==> src/rtl/seg_bus_decoder_pkg.sv <==
// ============================================================================
// Module  : seg_pkg
// Brief   : Segment code table, bus field positions and decoder FSM states.
// Revision: 1.0
// ============================================================================
`default_nettype none

package seg_pkg;

    // Segment patterns listed G..A, i.e. bus bits [6:0]
    localparam logic [6:0] SEG_CODE [0:7] = '{
        7'b1111111, 7'b0001000, 7'b1000110, 7'b1000111,
        7'b0010010, 7'b0000001, 7'b1000010, 7'b0000110
    };

    localparam int unsigned SEG_H_BIT  = 7;
    localparam int unsigned SEG_I_BIT  = 8;
    localparam int unsigned SEG_EN_LSB = 9;
    localparam int unsigned SEG_EN_MSB = 11;

    typedef enum logic [1:0] {
        SETTLE = 2'd0,
        EVAL   = 2'd1,
        LOCKED = 2'd2
    } segState_t;

endpackage

`default_nettype wire

==> src/rtl/seg_bus_decoder_if.sv <==
// ============================================================================
// Module  : seg_bus_decoder_if
// Brief   : Segment bus input and per-digit status outputs of the decoder.
// Revision: 1.0
// ============================================================================
`default_nettype none

interface seg_bus_decoder_if;
    logic [11:0] segs_in;
    logic [8:0]  code;
    logic [2:0]  code_valid;
    logic [2:0]  code_err;
    logic        upd;
    logic [1:0]  upd_digit;
    logic        frame_err;

    modport master (
        output segs_in,
        input  code, code_valid, code_err, upd, upd_digit, frame_err
    );

    modport slave (
        input  segs_in,
        output code, code_valid, code_err, upd, upd_digit, frame_err
    );
endinterface

`default_nettype wire

==> src/rtl/seg_bus_decoder_decode.sv <==
// ============================================================================
// Module  : seg_pattern_decode
// Brief   : Inverse of the encoder segment table: pattern -> code plus hit flag.
// Revision: 1.0
// ============================================================================
`default_nettype none

module seg_pattern_decode
    import seg_pkg::*;
(
    input  wire logic [6:0] i_seg,
    output logic      [2:0] o_code,
    output logic            o_hit
);

    always_comb begin
        o_code = 3'd0;
        o_hit  = 1'b0;
        for (int i = 0; i < 8; i++) begin
            if (i_seg == SEG_CODE[i]) begin
                o_code = 3'(i);
                o_hit  = 1'b1;
            end
        end
    end

endmodule

`default_nettype wire

==> src/rtl/seg_bus_decoder.sv <==
// ============================================================================
// Module  : seg_bus_decoder
// Brief   : Samples the multiplexed segment bus and recovers per-digit codes.
// Revision: 1.0
// ============================================================================
`default_nettype none

module seg_bus_decoder
    import seg_pkg::*;
#(
    parameter int STABLE_CYCLES = 4
) (
    input  wire logic        clk,
    input  wire logic        reset,
    seg_bus_decoder_if.slave bus
);

    localparam logic [7:0] c_stable   = 8'(STABLE_CYCLES);
    localparam logic [7:0] c_stableM1 = 8'(STABLE_CYCLES - 1);

    logic [11:0] r_meta;
    logic [11:0] r_sync;
    logic [11:0] r_prev;
    logic [7:0]  r_cnt;
    segState_t   r_state;
    segState_t   w_nextState;
    logic        w_same;

    logic [2:0]  w_en;
    logic [2:0]  w_decCode;
    logic        w_decHit;
    logic        w_legal;
    logic [1:0]  w_digit;
    logic        w_oneHot;
    logic        w_updNext;
    logic        w_frameErrNext;

    logic [8:0]  r_code;
    logic [2:0]  r_codeValid;
    logic [2:0]  r_codeErr;
    logic        r_upd;
    logic [1:0]  r_updDigit;
    logic        r_frameErr;

    assign w_same = (r_sync == r_prev);

    // Reset to all-ones so every enable reads inactive until the bus is seen
    always_ff @(posedge clk or posedge reset) begin
        if (reset) begin
            r_meta <= '1;
            r_sync <= '1;
            r_prev <= '1;
        end else begin
            r_meta <= bus.segs_in;
            r_sync <= r_meta;
            r_prev <= r_sync;
        end
    end

    always_ff @(posedge clk or posedge reset) begin
        if (reset) begin
            r_cnt <= 8'd0;
        end else if (!w_same) begin
            r_cnt <= 8'd0;
        end else if (r_cnt < c_stable) begin
            r_cnt <= r_cnt + 8'd1;
        end
    end

    always_ff @(posedge clk or posedge reset) begin
        if (reset) begin
            r_state <= SETTLE;
        end else begin
            r_state <= w_nextState;
        end
    end

    always_comb begin
        w_nextState = r_state;
        case (r_state)
            SETTLE: if (w_same && (r_cnt == c_stableM1)) w_nextState = EVAL;
            // A change landing during evaluation still gets its own window
            EVAL:   w_nextState = w_same ? LOCKED : SETTLE;
            LOCKED: if (!w_same) w_nextState = SETTLE;
            default: w_nextState = SETTLE;
        endcase
    end

    // In EVAL, prev always holds the frame that proved stable
    assign w_en = ~r_prev[SEG_EN_MSB:SEG_EN_LSB];

    seg_pattern_decode u_decode (
        .i_seg  (r_prev[6:0]),
        .o_code (w_decCode),
        .o_hit  (w_decHit)
    );

    always_comb begin
        w_digit  = 2'd0;
        w_oneHot = 1'b0;
        case (w_en)
            3'b001: begin w_digit = 2'd0; w_oneHot = 1'b1; end
            3'b010: begin w_digit = 2'd1; w_oneHot = 1'b1; end
            3'b100: begin w_digit = 2'd2; w_oneHot = 1'b1; end
            default: begin w_digit = 2'd0; w_oneHot = 1'b0; end
        endcase
        w_legal        = w_decHit && r_prev[SEG_I_BIT] && !r_prev[SEG_H_BIT];
        w_updNext      = (r_state == EVAL) && w_oneHot;
        w_frameErrNext = (r_state == EVAL) && ($countones(w_en) > 1);
    end

    always_ff @(posedge clk or posedge reset) begin
        if (reset) begin
            r_code      <= 9'd0;
            r_codeValid <= 3'd0;
            r_codeErr   <= 3'd0;
            r_upd       <= 1'b0;
            r_updDigit  <= 2'd0;
            r_frameErr  <= 1'b0;
        end else begin
            r_upd      <= w_updNext;
            r_frameErr <= w_frameErrNext;
            if (w_updNext) begin
                r_updDigit <= w_digit;
                for (int d = 0; d < 3; d++) begin
                    if (w_digit == 2'(d)) begin
                        r_codeValid[d] <= w_legal;
                        r_codeErr[d]   <= !w_legal;
                        if (w_legal) r_code[3*d +: 3] <= w_decCode;
                    end
                end
            end
        end
    end

    assign bus.code       = r_code;
    assign bus.code_valid = r_codeValid;
    assign bus.code_err   = r_codeErr;
    assign bus.upd        = r_upd;
    assign bus.upd_digit  = r_updDigit;
    assign bus.frame_err  = r_frameErr;

endmodule

`default_nettype wire

==> src/flat_wrapper.sv <==
// flat-port wrapper written by rule: the top's interface ports become plain ports
module seg_bus_decoder_flat import seg_pkg::*;
#(
    parameter int STABLE_CYCLES = 4
)
  (clk, reset, bus_segs_in, bus_code, bus_code_valid, bus_code_err, bus_upd, bus_upd_digit, bus_frame_err);
  seg_bus_decoder_if bus_i ();
  input  wire logic clk;
  input  wire logic reset;
  input wire logic [$bits(bus_i.segs_in)-1:0] bus_segs_in;
  output wire logic [$bits(bus_i.code)-1:0] bus_code;
  output wire logic [$bits(bus_i.code_valid)-1:0] bus_code_valid;
  output wire logic [$bits(bus_i.code_err)-1:0] bus_code_err;
  output wire logic [$bits(bus_i.upd)-1:0] bus_upd;
  output wire logic [$bits(bus_i.upd_digit)-1:0] bus_upd_digit;
  output wire logic [$bits(bus_i.frame_err)-1:0] bus_frame_err;
  assign bus_i.segs_in = bus_segs_in;
  assign bus_code = bus_i.code;
  assign bus_code_valid = bus_i.code_valid;
  assign bus_code_err = bus_i.code_err;
  assign bus_upd = bus_i.upd;
  assign bus_upd_digit = bus_i.upd_digit;
  assign bus_frame_err = bus_i.frame_err;
  seg_bus_decoder #(.STABLE_CYCLES(STABLE_CYCLES)) u_core (.clk(clk), .reset(reset), .bus(bus_i));
endmodule
==> config.mk <==
export PLATFORM = sky130hd
export DESIGN_NAME = seg_bus_decoder_flat
export DESIGN_NICKNAME = d
export VERILOG_FILES = /design/src/rtl/seg_bus_decoder_pkg.sv /design/src/rtl/seg_bus_decoder_if.sv /design/src/rtl/seg_bus_decoder_decode.sv /design/src/rtl/seg_bus_decoder.sv /design/src/flat_wrapper.sv
export SDC_FILE = /design/constraint.sdc
export NUM_CORES = 1
export LEC_CHECK = 0
export CORE_MARGIN = 2
export CORE_UTILIZATION = 25
export CTS_BUF_LIST = sky130_fd_sc_hd__clkbuf_16
export DETAILED_ROUTE_END_ITERATION = 16
export PLACE_DENSITY = 0.4
export SETUP_SLACK_MARGIN = 0.3
export SYNTH_ARGS = -nofsm -noshare
export SYNTH_HDL_FRONTEND = slang
export SYNTH_SLANG_ARGS = --single-unit
==> constraint.sdc <==
create_clock -name clk -period 4.41 [get_ports clk]
set_clock_uncertainty 0.15 [all_clocks]
set_input_delay 0.882 -clock clk [delete_from_list [all_inputs] [get_ports clk]]
set_output_delay 0.882 -clock clk [all_outputs]
set_load 0.1 [all_outputs]
Yosys cells after proc, flatten, opt, wreduce, memory -nomap -nowiden
Index checks and enable logic that the tools add are counted.
Word-level totals
  flip-flop bits (word level): 65
  ROM bits: 0
  word-level logic and storage cells: 83
  memory bits (writable): 0
  memories: 0
  latch bits: 0
  input port bits: 14
Operators by class
  div/mod/pow operators: 0
  equality and inequality tests: 20
  multipliers: 0
  magnitude comparators: 2
  multiplexer cells: 23
  bitwise operators: 1
  shift operators: 0
  reduce and logical (&&, ||, !) cells: 17
  add/subtract/negate cells: 3
Operator list (count)
  32-bit by 1-bit adder with 32-bit output: 1
  32-bit by 2-bit greater-than comparator with 1-bit output (second input constant): 1
  7-bit equality test (second input constant): 4
  3-bit 2-to-1 mux: 6
  8-bit 2-to-1 mux: 2
  12-bit equality test: 1
  1-bit 2-to-1 mux: 10
  3-bit AND reduction: 3
  8-bit by 1-bit adder with 8-bit output (second input constant): 1
  8-bit by 2-bit equality test with 1-bit output (second input constant): 1
  8-bit by 3-bit < comparator with 1-bit output (second input constant): 1
  2-bit AND reduction: 4
  7-bit by 1-bit equality test with 1-bit output (second input constant): 1
  7-bit by 3-bit equality test with 1-bit output (second input constant): 1
  7-bit by 4-bit equality test with 1-bit output (second input constant): 1
  7-bit by 5-bit equality test with 1-bit output (second input constant): 1
  2-bit 2-to-1 mux: 3
  2-bit one-hot mux with 3 select lines: 1
  1-bit logical AND: 5
  2-bit by 1-bit equality test with 1-bit output (second input constant): 2
  2-bit equality test (second input constant): 2
  2-bit zero test: 2
  2-bit != test (second input constant): 2
  2-bit one-hot mux with 2 select lines: 1
  8 further kinds: 9

Depth between registers and ports, before layout
  word-level depth: 12
  depth in mapped cells: 7

Cells and area by module
From an unflattened synthesis, not the netlist that was laid out.
Unflattened totals
  cell total of the unflattened synthesis: 176
  area, all modules: 2496.1 µm²
By module, submodules not included
  seg_bus_decoder: area each 2334.7 µm², instances 1, cells each 150, seq. area each 1671.6 µm²
  seg_pattern_decode: area each 161.4 µm², instances 1, cells each 26, seq. area each 0.0 µm²

Least setup slack after synthesis
No wires, ideal clock.
  path kind: flip-flop to flip-flop
  start point: register u_core.r_prev[10]
  end point: register u_core.r_code[0], in the netlist u_core.bus.code[0]
  library setup time: 125 ps
  buffers on the path: 0
  path slack: 2385 ps
  clock period less this slack: 2025 ps
  data arrival time: 1750 ps
  stages on the path, launching flop included: 7
  cells stage by stage: dfstp_2 -> inv_1 -> ha_1 -> nor3_1 -> nand3b_1 -> a21oi_2 -> mux2_2
On the way
  longest elaborated chain between the ends: 6
  elaborated cells on any way between the ends: 10
  classes of those cells: eq/ne (3); mux (2); bitwise (1); reduce/logical (4)
Ends and longest elaborated chain
  from (decl): RTL line seg_bus_decoder.sv:23  | logic [11:0] r_prev;
  from (signal assigned): RTL line seg_bus_decoder.sv:56  | r_prev <= r_sync;
  3-bit NOT (*): RTL line seg_bus_decoder.sv:90  | assign w_en = ~r_prev[SEG_EN_MSB:SEG_EN_LSB];
  3-bit by 1-bit equality test with 1-bit output (tied with other cells): RTL line seg_bus_decoder.sv:101  | case (w_en)
  3-bit OR reduction (no source line)
  1-bit 2-to-1 mux: RTL line seg_bus_decoder.sv:101
  1-bit logical AND: RTL line seg_bus_decoder.sv:108  | w_updNext = (r_state == EVAL) && w_oneHot;
  3-bit AND reduction (no source line) (*)
  to (signal, indexed assignment): RTL line seg_bus_decoder.sv:129  | if (w_legal) r_code[3*d +: 3] <= w_decCode;
  to (decl): RTL line seg_bus_decoder.sv:38  | logic [8:0] r_code;
Every way passes the cells marked *; elsewhere a longest branch is shown, timed or not.
A chain may end at the register's enable or synchronous reset.

Final worst setup path
  start point: register u_core.r_updDigit[0], in the netlist u_core.bus.upd_digit[0]
  end point: output port bus_upd_digit[0]
RTL lines
  from (decl): RTL line seg_bus_decoder.sv:42  | logic [1:0] r_updDigit;
  from (signal assigned): RTL line seg_bus_decoder.sv:124  | r_updDigit <= w_digit;
  to (decl): RTL line flat_wrapper.sv:15  | output wire logic [$bits(bus_i.upd_digit)-1:0] bus_upd_digit;
No word-level cell between the ends.

==> run_results.csv <==
group,metric,value,unit
status,run_status,"finished clean",
synth,syn_nets,207,
clock_tree,cts_htree_levels,3,
global_routing,grt_pass1_vias,1396,
timing,fin_tns_setup,0,ps
clock_tree,cts_setup_buffers,0,
global_routing,grt_use_total,8.75,%
critical_path,cpPeakStageDelay,1140,ps
critical_path,arrival,1810,ps
critical_path,crit_start,"u_core.bus.upd_digit[0]",
critical_path,end_kind,"primary output",
global_routing,grt_pass1_wl,7260,µm
timing,setup_ws,1570,ps
clock_tree,cts-resized-gates,0,
detailed_routing,drt-total-wl,4260,µm
synth,syn_area_per_cell,13.3,µm²
synth,synth_edf_count,0,
timing,rsz0062_at_grt,"false",
critical_path,cp_data_required_time,3380,ps
critical_path,path_cells,"clkdlybuf4s50_1",
finish,drive_gt1_share,28.4,%
place,gp_congestion,0.704,
finish,synthToLayoutAreaGrowth,30.8,%
critical_path,start_kind,"flip-flop",
finish,seq_area,1670,µm²
critical_path,crit_fanout,2,
synth,synth_top_flop_cell,"dfstp_2",
finish,diodes,0,
finish,fin_area,3280,µm²
timing,worstMarginPinSlew,978,ps
clock_tree,cts.clk_slew.worst_paths,60,ps
flow_run,drv_cap,0,
die,core_area,9730,µm²
power_and_ir_drop,max-vdd-ir-drop,213,µV
detailed_routing,vias,1412,
detailed_routing,drc,0,
detailed_routing,drtPass1Iterations,3,
power_and_ir_drop,p_leak,1.42,nW
finish,nets,246,
synth,async_flop_share,100,%
clock_tree,root_buffer,"clkbuf_16",
die,io_pins,33,
synth,syn-cell-area,2500,µm²
die,start_util,25.7,%
timing,hold_violations,0,
timing,whs,204,ps
place,port-buffer-count,32,
die,die_w,104,µm
die,die_area,10800,µm²
critical_path,worst_path_max_delay_cell,"clkdlybuf4s50_1",
die,die_height,104,µm
place,place_area,2960,µm²
detailed_routing,drt_iter0_drc,29,
die,rows,36,
critical_path,cp_top_family,"buffers and inverters",
synth,synth_cell_types,38,
timing,slew_violations,0,
timing,period_share,64.5,%
timing,fin_crit,2840,ps
critical_path,crit_buf_inv,1,
clock_tree,ctsHoldBuffers,0,
critical_path,worstReg2RegStart,"u_core.r_prev[10]",
global_routing,antenna_found_initial,0,
synth,netlist_instances,188,
critical_path,reg2reg_setup_slack,1990,ps
place,dpl.cell_count,349,
detailed_routing,wl_per_cell,11.7,µm
detailed_routing,ant_nets,0,
clock_tree,clock_path_buffers,2,
critical_path,reg2reg_depth,6,
global_routing,overflow,0,
power_and_ir_drop,fin_total_pwr,1.42,mW
critical_path,worstSetupEndpoint,"bus_upd_digit[0]",
synth,ys_warn_count,0,
timing,slew_headroom,34.6,%
timing,setup_viol,0,
finish,utilization,33.7,%
global_routing,grt_max_degree,49,
synth,yosysSeqAreaShare,66.8,%
critical_path,path_depth,1,
critical_path,timing.rr.end,"u_core.bus.code[0]",
clock_tree,cts_buffers,9,
clock_tree,clock_latency,320,ps
critical_path,critical_path_class,"reg2out",
clock_tree,clkSinkCount,65,
place,dp_hpwl,3000,µm
place,dp_slack,1900,ps
finish,fin_cells,365,
finish,multiInputGateArea,761,µm²
timing,fmax,352,MHz
clock_tree,cts_tree,"done",
detailed_routing,via_per_inst,3.87,
worst_hold_path,hp-class,"reg2reg",
finish,fillers,981,
synth,synth_seq_cells,65,
power_and_ir_drop,power_density,434,nW/µm²
[cell families after synthesis]
logic type	Yosys count	synth area share (%)
adder cells (fa/ha/maj)	5	2.50
AO/OA/AOI/OAI	24	6.40
buffers and inverters	14	2.85
flip-flops	65	66.8
XOR/XNOR	14	4.90
AND/OR/NAND/NOR	59	13.2
multiplexers	7	3.40
[cells in the mapped netlist (2+ instances only)]
cell type	count	area, µm²
ha_1	5	62.6
dfstp_2	36	946
mux2_4	2	30.0
mux2_2	4	45.0
o21ai_0	8	40.0
a21o_1	2	15.0
nand3_1	5	25.0
xor2_1	13	114
nand2_1	11	41.3
nor4_1	4	25.0
and3_1	3	18.8
a21oi_1	5	25.0
nor2b_1	2	12.5
dfrtp_1	29	726
inv_1	9	33.8
nor3_1	2	10.0
nand2b_1	2	12.5
buf_6	2	22.5
and2_1	6	37.5
a21oi_2	3	26.3
nor2_1	15	56.3
buf_2	3	15.0
nor3b_1	2	15.0
[worst min path at each step]
stage                      from                to  cells after the start
2_1_floorplan  u_core.r_meta[0]  u_core.r_sync[0]                      0
3_3_place_gp   u_core.r_meta[3]  u_core.r_sync[3]                      0
3_5_place_dp   u_core.r_meta[3]  u_core.r_sync[3]                      0
4_1_cts        u_core.r_meta[3]  u_core.r_sync[3]                      0
5_1_grt        u_core.r_meta[5]  u_core.r_sync[5]                      0
6_report       u_core.r_meta[4]  u_core.r_sync[4]                      0
[report_power, final]
group          internal (mW)  total [mW]  switching, mW
logic                 0.0223      0.0463         0.0240
registers              0.628       0.645         0.0171
clock network          0.472       0.729          0.257
[registers in the layout (all words and copies together), names as in the netlist]
signal	flops
u_core.bus.code_err	3
u_core.bus.upd	1
u_core.bus.code	9
u_core.r_prev	12
u_core.bus.frame_err	1
u_core.r_state	2
u_core.bus.upd_digit	2
u_core.r_cnt	8
u_core.r_sync	12
u_core.bus.code_valid	3
u_core.r_meta	12
[routing by layer]
layer  part of all wire [%]  track usage, %
met1                     51            12.0
met2                     40            11.4
met3                    6.0            3.82
met4                    2.4            4.92
met5                      0               0
[placed cells by master, fill, tap and decap left out, types with 2 or more instances in the layout]
cell type / n
dfstp_2: 36
clkdlybuf4s50_1: 32
dfrtp_1: 29
nor2_1: 15
xor2_1: 13
nand2_1: 11
clkbuf_16: 10
inv_1: 9
o21ai_0: 8
and2_1: 6
nand3_1: 5
a21oi_1: 5
ha_1: 5
nor4_1: 4
mux2_2: 4
and3_1: 3
a21oi_2: 3
nor3b_1: 2
nor3_1: 2
nand2b_1: 2
mux2_4: 2
nor2b_1: 2
a21o_1: 2
clkinv_4: 2
[cell type report]
| cell class | count | area share [%] |
|---|---|---|
| sequential | 65 | 51.0 |
| multi-input combinational | 109 | 23.2 |
| timing repair buffer | 33 | 10.0 |
| clock buffer | 10 | 7.64 |
| tap | 133 | 5.08 |
| clock inverter | 6 | 1.99 |
| inverter | 9 | 1.03 |
(Power assumes the default switching activity.)
==> RTL edit, RTL diff (same flow settings) <==
Reset style: synchronous (`reset`), changed in 4 clocked blocks.
--- a/src/rtl/seg_bus_decoder.sv
+++ b/src/rtl/seg_bus_decoder.sv
@@ -45,7 +45,7 @@
     assign w_same = (r_sync == r_prev);
 
     // Reset to all-ones so every enable reads inactive until the bus is seen
-    always_ff @(posedge clk or posedge reset) begin
+    always_ff @(posedge clk) begin
         if (reset) begin
             r_meta <= '1;
             r_sync <= '1;
@@ -57,7 +57,7 @@
         end
     end
 
-    always_ff @(posedge clk or posedge reset) begin
+    always_ff @(posedge clk) begin
         if (reset) begin
             r_cnt <= 8'd0;
         end else if (!w_same) begin
@@ -67,7 +67,7 @@
         end
     end
 
-    always_ff @(posedge clk or posedge reset) begin
+    always_ff @(posedge clk) begin
         if (reset) begin
             r_state <= SETTLE;
         end else begin
@@ -109,7 +109,7 @@
         w_frameErrNext = (r_state == EVAL) && ($countones(w_en) > 1);
     end
 
-    always_ff @(posedge clk or posedge reset) begin
+    always_ff @(posedge clk) begin
         if (reset) begin
             r_code      <= 9'd0;
             r_codeValid <= 3'd0;
Function: differs if reset is asserted again (counterexample within 10 cycles, from zero or initial values and one cycle with reset high); with reset held inactive, the same outputs for 10 cycles.
==> RTL edit against the original RTL <==
Sequential cell count unchanged; worst setup slack got worse by 0.0034 ns; final area decreased by 1.2%; critical path depth unchanged; count of clock-buffer cells in the layout decreased by 1; area after synthesis decreased by 2.2%; non-clock buffer count increased by 1; via count increased by 16%; power increased by 3.5%; routed wire length increased by 5.0%; final cell count increased by 14%; combinational power increased by 16%; critical path type unchanged; critical endpoint is now bus_code[8].
==> RTL edit: results (changes against the original RTL) <==
* Met2 GRT Util: 13.8% (+2.4 points)
* Routability cong.: 0.725 (+2.9%)
- The fraction of area in clock buffers and inverters was 10.6% (+0.97 points).
- Worst vdd ir: 0.189 mV (-11%)
- The met3 layer usage reported by global route was 2.92% (-0.91 points).
- Outcome: finished, final reports clean
- The synthesized netlist net count was 263 (+27%).
* End point of the worst hold path: u_core.r_sync[9]$_SDFF_PP1_
- The area of combinational cells with multiple inputs is 1060 µm² (+40%).
- Normalized max-slew margin: 34.9% (+0.32 points)
- The fraction of final layout cells sized beyond drive strength 1 was 21.6% (-6.8 points).
- The most critical setup path has its endpoint at bus_code[8].
- Non-clock buffer instance count of the final layout: 34 (+3.0%)
* First-pass GRT wire length: 7.47 mm (+2.9%)
- Destination of the worst register-to-register timing path: u_core.bus.code[4]$_SDFFE_PP0P_
- Met1 track demand over resource in global routing: 12.0% (+0.031 points)
- Area added between synthesis and finish: 32.2%
* Detailed-routed wire length on met3: 250 µm (-1.6%)
- The number of DRC violations after detailed-routing iteration 0 came to 32 (+10%).
- Post-DR wirelength/cell: 10.8 µm (-7.7%)
* Worst setup slack before clock tree synthesis: 1.73 ns (-0.167 ns)
- The peak fanout along the critical path came to 3 (+1).
- The number of fillers in the final layout was 1012 (+3.2%).
- Final worst hold slack: 0.258 ns (+0.0539 ns)
* Number of multi-input combinational cells: 160 (+47%)
- The proportion of register bits with asynchronous set or reset after synthesis is 0% (-100 points).
* Largest net degree at the start of global routing: 33 (-33%)
* Post-route non-filler standard cell count: 415 (+14%)
* Total instance count after detailed placement: 399 (+14%)
- The number of distinct library cell variants in the gate-level netlist after synthesis is 37 (-2.6%).
* Via total after detailed routing: 1635 (+16%)
- The register-to-register setup slack came to 2.12 ns (+0.13 ns).
* Tot GR Track Use: 9.43% (+0.68 points)
- In this run the critical register-to-register path is launched from u_core.r_prev[3]$_SDFF_PP1_.
- DPL Wire Length: 3.16 mm (+5.1%)
- The worst-case reg-to-reg path depth came to 5 (-1).
* Register area: 1300 µm² (-22%)
* Post-place instance area: 2890 µm² (-2.3%)
- DRT Pass-1 Iters: 4 (+1)
- Top cells by area in the synthesized netlist: sky130_fd_sc_hd__dfxtp_1 (53%), sky130_fd_sc_hd__or2_2 (9.5%), sky130_fd_sc_hd__a21oi_1 (3.3%)
- Worst hold path cell count: 1 (+1)
- The number of nets in the finished design is 296 (+20%).
- Hold Crit Start: u_core.r_meta[9]$_SDFF_PP1_
-- RTL edit: cell types whose count changed after synthesis, sizes merged, moves of 7 or more --
cell    change
dfrtp      -29
or2        +37
dfxtp      +65
nand2b      +7
mux2i       +7
a21oi       +8
dfstp      -36
clkbuf      +9
-- RTL edit: kinds of logic (layout without fill, tap and decap cells) --
family	Yosys count	count (layout)	share of synthesized area [%]
buf+inv	19	57	3.37
mux	8	8	3.27
fa+ha+maj	5	5	2.56
simple gates	102	102	24.6
compound gates	31	31	7.98
flops	65	65	53.2
xor+xnor	14	14	5.01
-- RTL edit: power breakdown --
| part | internal [W] | switching [W] |
|---|---|---|
| Sequential | 0.000601 | 0.00000912 |
| Clock | 0.000552 | 0.000254 |
| Combinational | 0.0000309 | 0.0000227 |
| Total | 0.00118 | 0.000286 |
